### src/rtl/svga_pkg.sv
// svga_pkg: SVGA 800x600@60 mode constants, FSM state type and shared helpers
// for the svga_timing block.
package svga_pkg;

    // Default mode: 800x600@60, 40 MHz pixel rate from a 160 MHz clock
    localparam int SVGA_CLK_DIV   = 4;
    localparam int SVGA_LOCK_WAIT = 1024;

    localparam int SVGA_H_ACTIVE  = 800;
    localparam int SVGA_H_FP      = 40;
    localparam int SVGA_H_SYNC    = 128;
    localparam int SVGA_H_BP      = 88;
    localparam int SVGA_H_TOTAL   = SVGA_H_ACTIVE + SVGA_H_FP + SVGA_H_SYNC + SVGA_H_BP;

    localparam int SVGA_V_ACTIVE  = 600;
    localparam int SVGA_V_FP      = 1;
    localparam int SVGA_V_SYNC    = 4;
    localparam int SVGA_V_BP      = 23;
    localparam int SVGA_V_TOTAL   = SVGA_V_ACTIVE + SVGA_V_FP + SVGA_V_SYNC + SVGA_V_BP;

    localparam logic SVGA_H_SYNC_POL = 1'b1;
    localparam logic SVGA_V_SYNC_POL = 1'b1;

    // Position widths: H_TOTAL <= 2048, V_TOTAL <= 1024
    localparam int X_W = 11;
    localparam int Y_W = 10;

    typedef enum logic [1:0] {
        WAIT_LOCK = 2'd0,
        SETTLE    = 2'd1,
        RUN       = 2'd2
    } svga_state_e;

    // True when lo <= v < hi
    function automatic logic in_window(input int v, input int lo, input int hi);
        return (v >= lo) && (v < hi);
    endfunction

endpackage

### src/rtl/pll_lock_filter.sv
// pll_lock_filter: brings the asynchronous PLL lock into the clock domain with a
// 2-flop synchronizer and counts consecutive synchronized-lock cycles. o_stable
// is asserted on the cycle in which the LOCK_WAIT-th consecutive lock cycle is
// seen, so the FSM can enter RUN on that same edge.
module pll_lock_filter #(
    parameter int LOCK_WAIT = 1024
) (
    input  logic i_clock,
    input  logic i_reset,
    input  logic i_locked,
    output logic o_lock_s,
    output logic o_stable
);

    localparam int CW = $clog2(LOCK_WAIT + 1);

    logic          r_meta;
    logic          r_sync;
    logic [CW-1:0] r_cnt;

    // Two-flop synchronizer for the asynchronous lock input
    always_ff @(posedge i_clock) begin
        if (i_reset) begin
            r_meta <= 1'b0;
            r_sync <= 1'b0;
        end else begin
            r_meta <= i_locked;
            r_sync <= r_meta;
        end
    end

    // Saturating count of consecutive synchronized-lock cycles; any drop clears it
    always_ff @(posedge i_clock) begin
        if (i_reset || !r_sync) begin
            r_cnt <= '0;
        end else if (r_cnt != CW'(LOCK_WAIT)) begin
            r_cnt <= r_cnt + CW'(1);
        end else begin
            r_cnt <= r_cnt;
        end
    end

    assign o_lock_s = r_sync;
    assign o_stable = r_sync && (r_cnt >= CW'(LOCK_WAIT - 1));

endmodule

### src/rtl/svga_timing.sv
// svga_timing: SVGA raster timing generator gated on a filtered PLL lock.
// Optional feature macro: SVGA_TIMING_TESTPAT_EN adds o_rgb with 8 vertical
// colour bars across the active width.
// Every output changes only on clock edges; the pixel presented while
// o_pixel_ce is high is held for CLK_DIV cycles after each advance.
module svga_timing
    import svga_pkg::*;
#(
    parameter int   CLK_DIV    = SVGA_CLK_DIV,
    parameter int   LOCK_WAIT  = SVGA_LOCK_WAIT,
    parameter int   H_ACTIVE   = SVGA_H_ACTIVE,
    parameter int   H_FP       = SVGA_H_FP,
    parameter int   H_SYNC     = SVGA_H_SYNC,
    parameter int   H_BP       = SVGA_H_BP,
    parameter int   V_ACTIVE   = SVGA_V_ACTIVE,
    parameter int   V_FP       = SVGA_V_FP,
    parameter int   V_SYNC     = SVGA_V_SYNC,
    parameter int   V_BP       = SVGA_V_BP,
    parameter logic H_SYNC_POL = SVGA_H_SYNC_POL,
    parameter logic V_SYNC_POL = SVGA_V_SYNC_POL
) (
    input  logic           i_clock,
    input  logic           i_reset,
    input  logic           i_locked,
    output logic           o_pixel_ce,
    output logic [X_W-1:0] o_x,
    output logic [Y_W-1:0] o_y,
    output logic           o_hsync,
    output logic           o_vsync,
    output logic           o_active,
    output logic           o_frame_start,
`ifdef SVGA_TIMING_TESTPAT_EN
    output logic [2:0]     o_rgb,
`endif
    output logic           o_running
);

    localparam int H_TOTAL  = H_ACTIVE + H_FP + H_SYNC + H_BP;
    localparam int V_TOTAL  = V_ACTIVE + V_FP + V_SYNC + V_BP;
    localparam int HS_START = H_ACTIVE + H_FP;
    localparam int HS_END   = HS_START + H_SYNC;
    localparam int VS_START = V_ACTIVE + V_FP;
    localparam int VS_END   = VS_START + V_SYNC;
    localparam int DIV_W    = $clog2(CLK_DIV);

    logic             w_lock_s;
    logic             w_stable;
    logic             w_load;
    logic             w_div_last;
    logic [X_W-1:0]   w_dec_x;
    logic [Y_W-1:0]   w_dec_y;
    logic             w_dec_hsync;
    logic             w_dec_vsync;
    logic             w_dec_active;

    svga_state_e      r_state;
    logic [DIV_W-1:0] r_div;
    logic             r_pixel_ce;
    logic [X_W-1:0]   r_x;
    logic [Y_W-1:0]   r_y;
    logic             r_hsync;
    logic             r_vsync;
    logic             r_active;
    logic             r_frame_start;
    logic             r_running;

    pll_lock_filter #(
        .LOCK_WAIT (LOCK_WAIT)
    ) u_lock_filter (
        .i_clock  (i_clock),
        .i_reset  (i_reset),
        .i_locked (i_locked),
        .o_lock_s (w_lock_s),
        .o_stable (w_stable)
    );

    // Next pixel position and its decode; (0,0) is loaded on RUN entry
    always_comb begin
        w_load     = 1'b0;
        w_dec_x    = '0;
        w_dec_y    = '0;
        w_div_last = (r_div == DIV_W'(CLK_DIV - 1));
        if (r_state == RUN) begin
            w_load = r_pixel_ce;
            if (r_x == X_W'(H_TOTAL - 1)) begin
                w_dec_x = '0;
                if (r_y == Y_W'(V_TOTAL - 1)) begin
                    w_dec_y = '0;
                end else begin
                    w_dec_y = r_y + Y_W'(1);
                end
            end else begin
                w_dec_x = r_x + X_W'(1);
                w_dec_y = r_y;
            end
        end else begin
            w_load  = w_stable;
            w_dec_x = '0;
            w_dec_y = '0;
        end
        w_dec_hsync  = in_window(int'(w_dec_x), HS_START, HS_END) ? H_SYNC_POL : ~H_SYNC_POL;
        w_dec_vsync  = in_window(int'(w_dec_y), VS_START, VS_END) ? V_SYNC_POL : ~V_SYNC_POL;
        w_dec_active = (w_dec_x < X_W'(H_ACTIVE)) && (w_dec_y < Y_W'(V_ACTIVE));
    end

    // Lock-gated raster FSM with pixel divider and registered timing outputs
    always_ff @(posedge i_clock) begin
        if (i_reset || !w_lock_s) begin
            r_state       <= WAIT_LOCK;
            r_div         <= '0;
            r_pixel_ce    <= 1'b0;
            r_x           <= '0;
            r_y           <= '0;
            r_hsync       <= ~H_SYNC_POL;
            r_vsync       <= ~V_SYNC_POL;
            r_active      <= 1'b0;
            r_frame_start <= 1'b0;
            r_running     <= 1'b0;
        end else begin
            case (r_state)
                WAIT_LOCK, SETTLE: begin
                    r_div         <= '0;
                    r_pixel_ce    <= 1'b0;
                    r_frame_start <= 1'b0;
                    if (w_stable) begin
                        r_state   <= RUN;
                        r_running <= 1'b1;
                        r_x       <= w_dec_x;
                        r_y       <= w_dec_y;
                        r_hsync   <= w_dec_hsync;
                        r_vsync   <= w_dec_vsync;
                        r_active  <= w_dec_active;
                    end else begin
                        r_state   <= SETTLE;
                        r_running <= 1'b0;
                    end
                end
                RUN: begin
                    r_state   <= RUN;
                    r_running <= 1'b1;
                    if (w_div_last) begin
                        r_div         <= '0;
                        r_pixel_ce    <= 1'b1;
                        r_frame_start <= (r_x == '0) && (r_y == '0);
                    end else begin
                        r_div         <= r_div + DIV_W'(1);
                        r_pixel_ce    <= 1'b0;
                        r_frame_start <= 1'b0;
                    end
                    if (w_load) begin
                        r_x      <= w_dec_x;
                        r_y      <= w_dec_y;
                        r_hsync  <= w_dec_hsync;
                        r_vsync  <= w_dec_vsync;
                        r_active <= w_dec_active;
                    end
                end
                default: begin
                    r_state       <= WAIT_LOCK;
                    r_div         <= '0;
                    r_pixel_ce    <= 1'b0;
                    r_x           <= '0;
                    r_y           <= '0;
                    r_hsync       <= ~H_SYNC_POL;
                    r_vsync       <= ~V_SYNC_POL;
                    r_active      <= 1'b0;
                    r_frame_start <= 1'b0;
                    r_running     <= 1'b0;
                end
            endcase
        end
    end

`ifdef SVGA_TIMING_TESTPAT_EN
    localparam int BAR_W = H_ACTIVE / 8;

    logic [2:0] w_dec_rgb;
    logic [2:0] r_rgb;

    // Colour-bar index of the next pixel; black outside the active area
    always_comb begin
        w_dec_rgb = 3'd0;
        if (w_dec_active) begin
            w_dec_rgb = 3'(w_dec_x / X_W'(BAR_W));
        end else begin
            w_dec_rgb = 3'd0;
        end
    end

    // Bar colour register, loaded together with the position registers
    always_ff @(posedge i_clock) begin
        if (i_reset || !w_lock_s) begin
            r_rgb <= 3'd0;
        end else if (w_load) begin
            r_rgb <= w_dec_rgb;
        end else begin
            r_rgb <= r_rgb;
        end
    end

    assign o_rgb = r_rgb;
`endif

    assign o_pixel_ce    = r_pixel_ce;
    assign o_x           = r_x;
    assign o_y           = r_y;
    assign o_hsync       = r_hsync;
    assign o_vsync       = r_vsync;
    assign o_active      = r_active;
    assign o_frame_start = r_frame_start;
    assign o_running     = r_running;

endmodule

### config.mk
export PLATFORM = sky130hd
export DESIGN_NAME = svga_timing
export DESIGN_NICKNAME = d
export VERILOG_FILES = /design/src/rtl/svga_pkg.sv /design/src/rtl/pll_lock_filter.sv /design/src/rtl/svga_timing.sv
export SDC_FILE = /design/constraint.sdc
export NUM_CORES = 1
export LEC_CHECK = 0
export ABC_AREA = 0
export CAP_MARGIN = 40
export CORE_MARGIN = 2
export CORE_UTILIZATION = 50
export CTS_BUF_LIST = sky130_fd_sc_hd__clkbuf_8 sky130_fd_sc_hd__clkbuf_16
export DETAILED_ROUTE_END_ITERATION = 10
export PLACE_DENSITY = 0.75
export SKIP_LAST_GASP = 1
export SLEW_MARGIN = 20
export SYNTH_ARGS = -nofsm -noshare
export SYNTH_HDL_FRONTEND = slang
export SYNTH_SLANG_ARGS = --single-unit
### constraint.sdc
create_clock -name i_clock -period 2.3 [get_ports i_clock]
set_input_delay 0.23 -clock i_clock [delete_from_list [all_inputs] [get_ports i_clock]]
set_output_delay 0.23 -clock i_clock [all_outputs]
set_load 0.02 [all_outputs]
==> run metrics <==
final hold vios 0; clk sink count 43; Routed Antenna Nets 0; register area share after synthesis around a third; RSZ-0062 raised after global routing no; Leakage ~0.0011 uW; Filler Cells Inserted approximately 470; minimum clock period ~2.2 ns; highest clock rate ~460 MHz; Hold Path Cell Cnt 1; H-Tree Depth 2; cell taking the most area after synthesis dfxtp_1; CP endpoint kind flip-flop; YS warnings 0; Worst Hold End r_div[0]$_SDFF_PP0_; top cell type's share of synthesized area about a third; Vias/cell just under 6; Critical Path RT between 2 and 3 ns; DR pass1 iterations 4; PortBufs 29; Final nets ~370; Root Buffer clkbuf_8; Detailed Place HPWL roughly 4500 um; critical path peak fanout 11; TritonCTS buffer count 5; number of synthesized register bits 43; asr flop ratio synth 0%; Core ar. 4817 um^2; Syn Std Cell Area between 2000 and 3000 um^2; Slew HR a little over two thirds; setup ws final approximately 0.14 ns; R2R Path End o_active$_SDFFE_PP0P_; setup violators final 0; Worst Hold Class reg -> reg; Max VDD drop 0.3630 mV; Crit path arrival time 2.38 ns; Post-CTS Resized 0; hold_buf cts 0; I/O pin count 30; ant diodes 0; Via Count 2481; Main synth FF type dfxtp_1; Slew Viols, Final 0; post-CTS setup buffers 0; Mapped Nets about 330; CTS tree done; Post-synth EDFFs 0; vias in the first global route around 2200; commonest non-fill, non-tap cell in the layout dfxtp_1; Synth area leaders dfxtp_1, nor2_1, a21oi_1, nand3_1, nand2_1; Crit Path Category reg -> reg; area delta synth->final 21.71%; Syn Inst Count ~320; DRC 0; Reg2Reg Setup Slack 0.14 ns; Mapped Avg Cell Area just under 8 um^2; Setup crit start kind flip-flop; Max Root-Sink Buffers 2; initial antenna violation count 0; Clk Latency, worst-skew pair between 0.2 and 0.3 ns; most frequent cells in the layout dfxtp_1, nor2_1, clkdlybuf4s50_1, nand2_1, a21oi_1; PD cells 430.5 nW/um^2; Place WS roughly 0.13 ns; GPL Wtd Cong ~0.90; total power roughly 1300 uW; hold path startpoint r_div[0]$_SDFF_PP0_; setup_tns 0 ns; DIE WIDTH 75.29 um; Initial Util about 53%; largest net degree at the start of global routing 17; Worst Clk Skew about 0.0049 ns; drt wl/cell 14.21 um; status finished, final reports clean; final wirelength between 6000 and 7000 um; Die H between 70 and 80 um; Netlist cell types 54; total track usage 23.52%; max_cap viols 0; clock slew at reported path FFs ~0.08 ns; DRT iter0 DRCs 216; overflow left after global routing 0; R2R depth 6; Rows 25; Worst-Margin Slew 0.4486 ns; first-pass GRT wire length 10380 um; Worst R2R Start o_y[3]$_SDFFE_PP0P_; DIE AREA approximately 5700 um^2; fin crit share a little over nine tenths; layout cells sized above 1 between 10% and 20%
[logic make-up after synthesis]
group                      after synthesis  synth area share [%]
adders and majority gates                7                 3.446
AOI/OAI and AO/OA                       75                 19.55
buffers and inverters                   32                 5.514
xor gates and xnor gates                17                 5.859
DFF                                     43                 33.88
muxes                                    3                 1.231
and+or+nand+nor                        144                 30.53
[flip-flops by register name, indices dropped and copies added (netlist names)]
name and flops:
o_pixel_ce 1, o_active 1, o_hsync 1, r_state 2, o_frame_start 1, u_lock_filter.r_cnt 11
o_y 10, r_div 2, o_x 11, u_lock_filter.o_lock_s 1, o_vsync 1, u_lock_filter.r_meta 1
[through the flow]
stage	std cells	util, %	cell area (um^2)	hold slack, ns
4_1_cts	424	63.90	3078	0.4355
6_report	424	64.21	3093	0.4321
5_1_grt	424	64.21	3093	0.4500
3_3_place_gp	417	61.77	2975	0.4149
2_1_floorplan	321	-	2542	0.3016
3_5_place_dp	417	61.77	2975	0.4245
[worst max-delay path, stage by stage (launching register included)]
cell,delay [ns]
dfxtp_1,0.41
or4_4,0.56
or3_4,0.43
o21a_1,0.25
o311ai_1,0.11
nor3b_1,0.11
o31ai_2,0.21
[routing by layer]
layer | wire [um] | track usage, % | part of all wire, %
met3 | 308 | 3.968 | 5.1
met5 | 0 | 0 | 0
met4 | 68 | 6.628 | 1.1
met2 | 2728 | 37.00 | 45
met1 | 2918 | 33.44 | 48
[synth_stat cells (2+ instances only)]
| master | number |
|---|---|
| o21ai_0 | 16 |
| dfxtp_1 | 43 |
| nand3_1 | 20 |
| buf_6 | 2 |
| nor3_1 | 7 |
| inv_1 | 11 |
| nand2_1 | 25 |
| ha_1 | 7 |
| or3_1 | 3 |
| or3b_1 | 2 |
| nand2b_1 | 3 |
| mux2i_1 | 2 |
| xnor2_1 | 7 |
| and2_1 | 5 |
| a22o_1 | 2 |
| nor4_1 | 7 |
| or4_1 | 4 |
| nand4_1 | 12 |
| and3_1 | 3 |
| o22ai_1 | 3 |
| a21o_1 | 3 |
| and4_1 | 2 |
| o211ai_1 | 2 |
| a211oi_1 | 3 |
| buf_2 | 4 |
| o41ai_1 | 2 |
| a41oi_1 | 2 |
| nor2b_1 | 7 |
| o31ai_1 | 5 |
| nor2_1 | 37 |
| a21oi_1 | 24 |
| clkbuf_1 | 15 |
| xor2_1 | 10 |
[report_power, final]
group,internal (uW),leakage (uW),switching [uW]
registers,746,0.000348,1.38
clock network,314,0.0000554,251
logic,8.40,0.000650,10.4
[worst max-delay path by stage]
| stage | start | to | slack (ns) | depth (start not counted) |
|---|---|---|---|---|
| global placement | o_y[3]$_SDFFE_PP0P_ | o_active$_SDFFE_PP0P_ | 0.18 | 6 |
| detailed placement | o_y[1]$_SDFFE_PP0P_ | o_active$_SDFFE_PP0P_ | 0.13 | 7 |
| floorplan | o_y[1]$_SDFFE_PP0P_ | o_active$_SDFFE_PP0P_ | 0.005 | 8 |
| global route | o_y[0]$_SDFFE_PP0P_ | o_active$_SDFFE_PP0P_ | 0.01 | 7 |
| CTS | o_x[0]$_SDFFE_PP0P_ | o_active$_SDFFE_PP0P_ | 0.11 | 7 |
| finish | o_y[3]$_SDFFE_PP0P_ | o_active$_SDFFE_PP0P_ | 0.14 | 6 |
[layout make-up]
cell class / instances / area (um^2) / area share (%)
flip-flops and latches: 43 / 863.3 / 27.91
inverters: 11 / 41.29 / 1.335
repair buffers: 50 / 447.9 / 14.48
clock inverters: 2 / 33.78 / 1.092
clock buffers: 5 / 68.82 / 2.225
multi-input cells: 246 / 1554 / 50.24
well taps: 67 / 83.83 / 2.710
No activity file was read; power rests on OpenSTA's default activity.
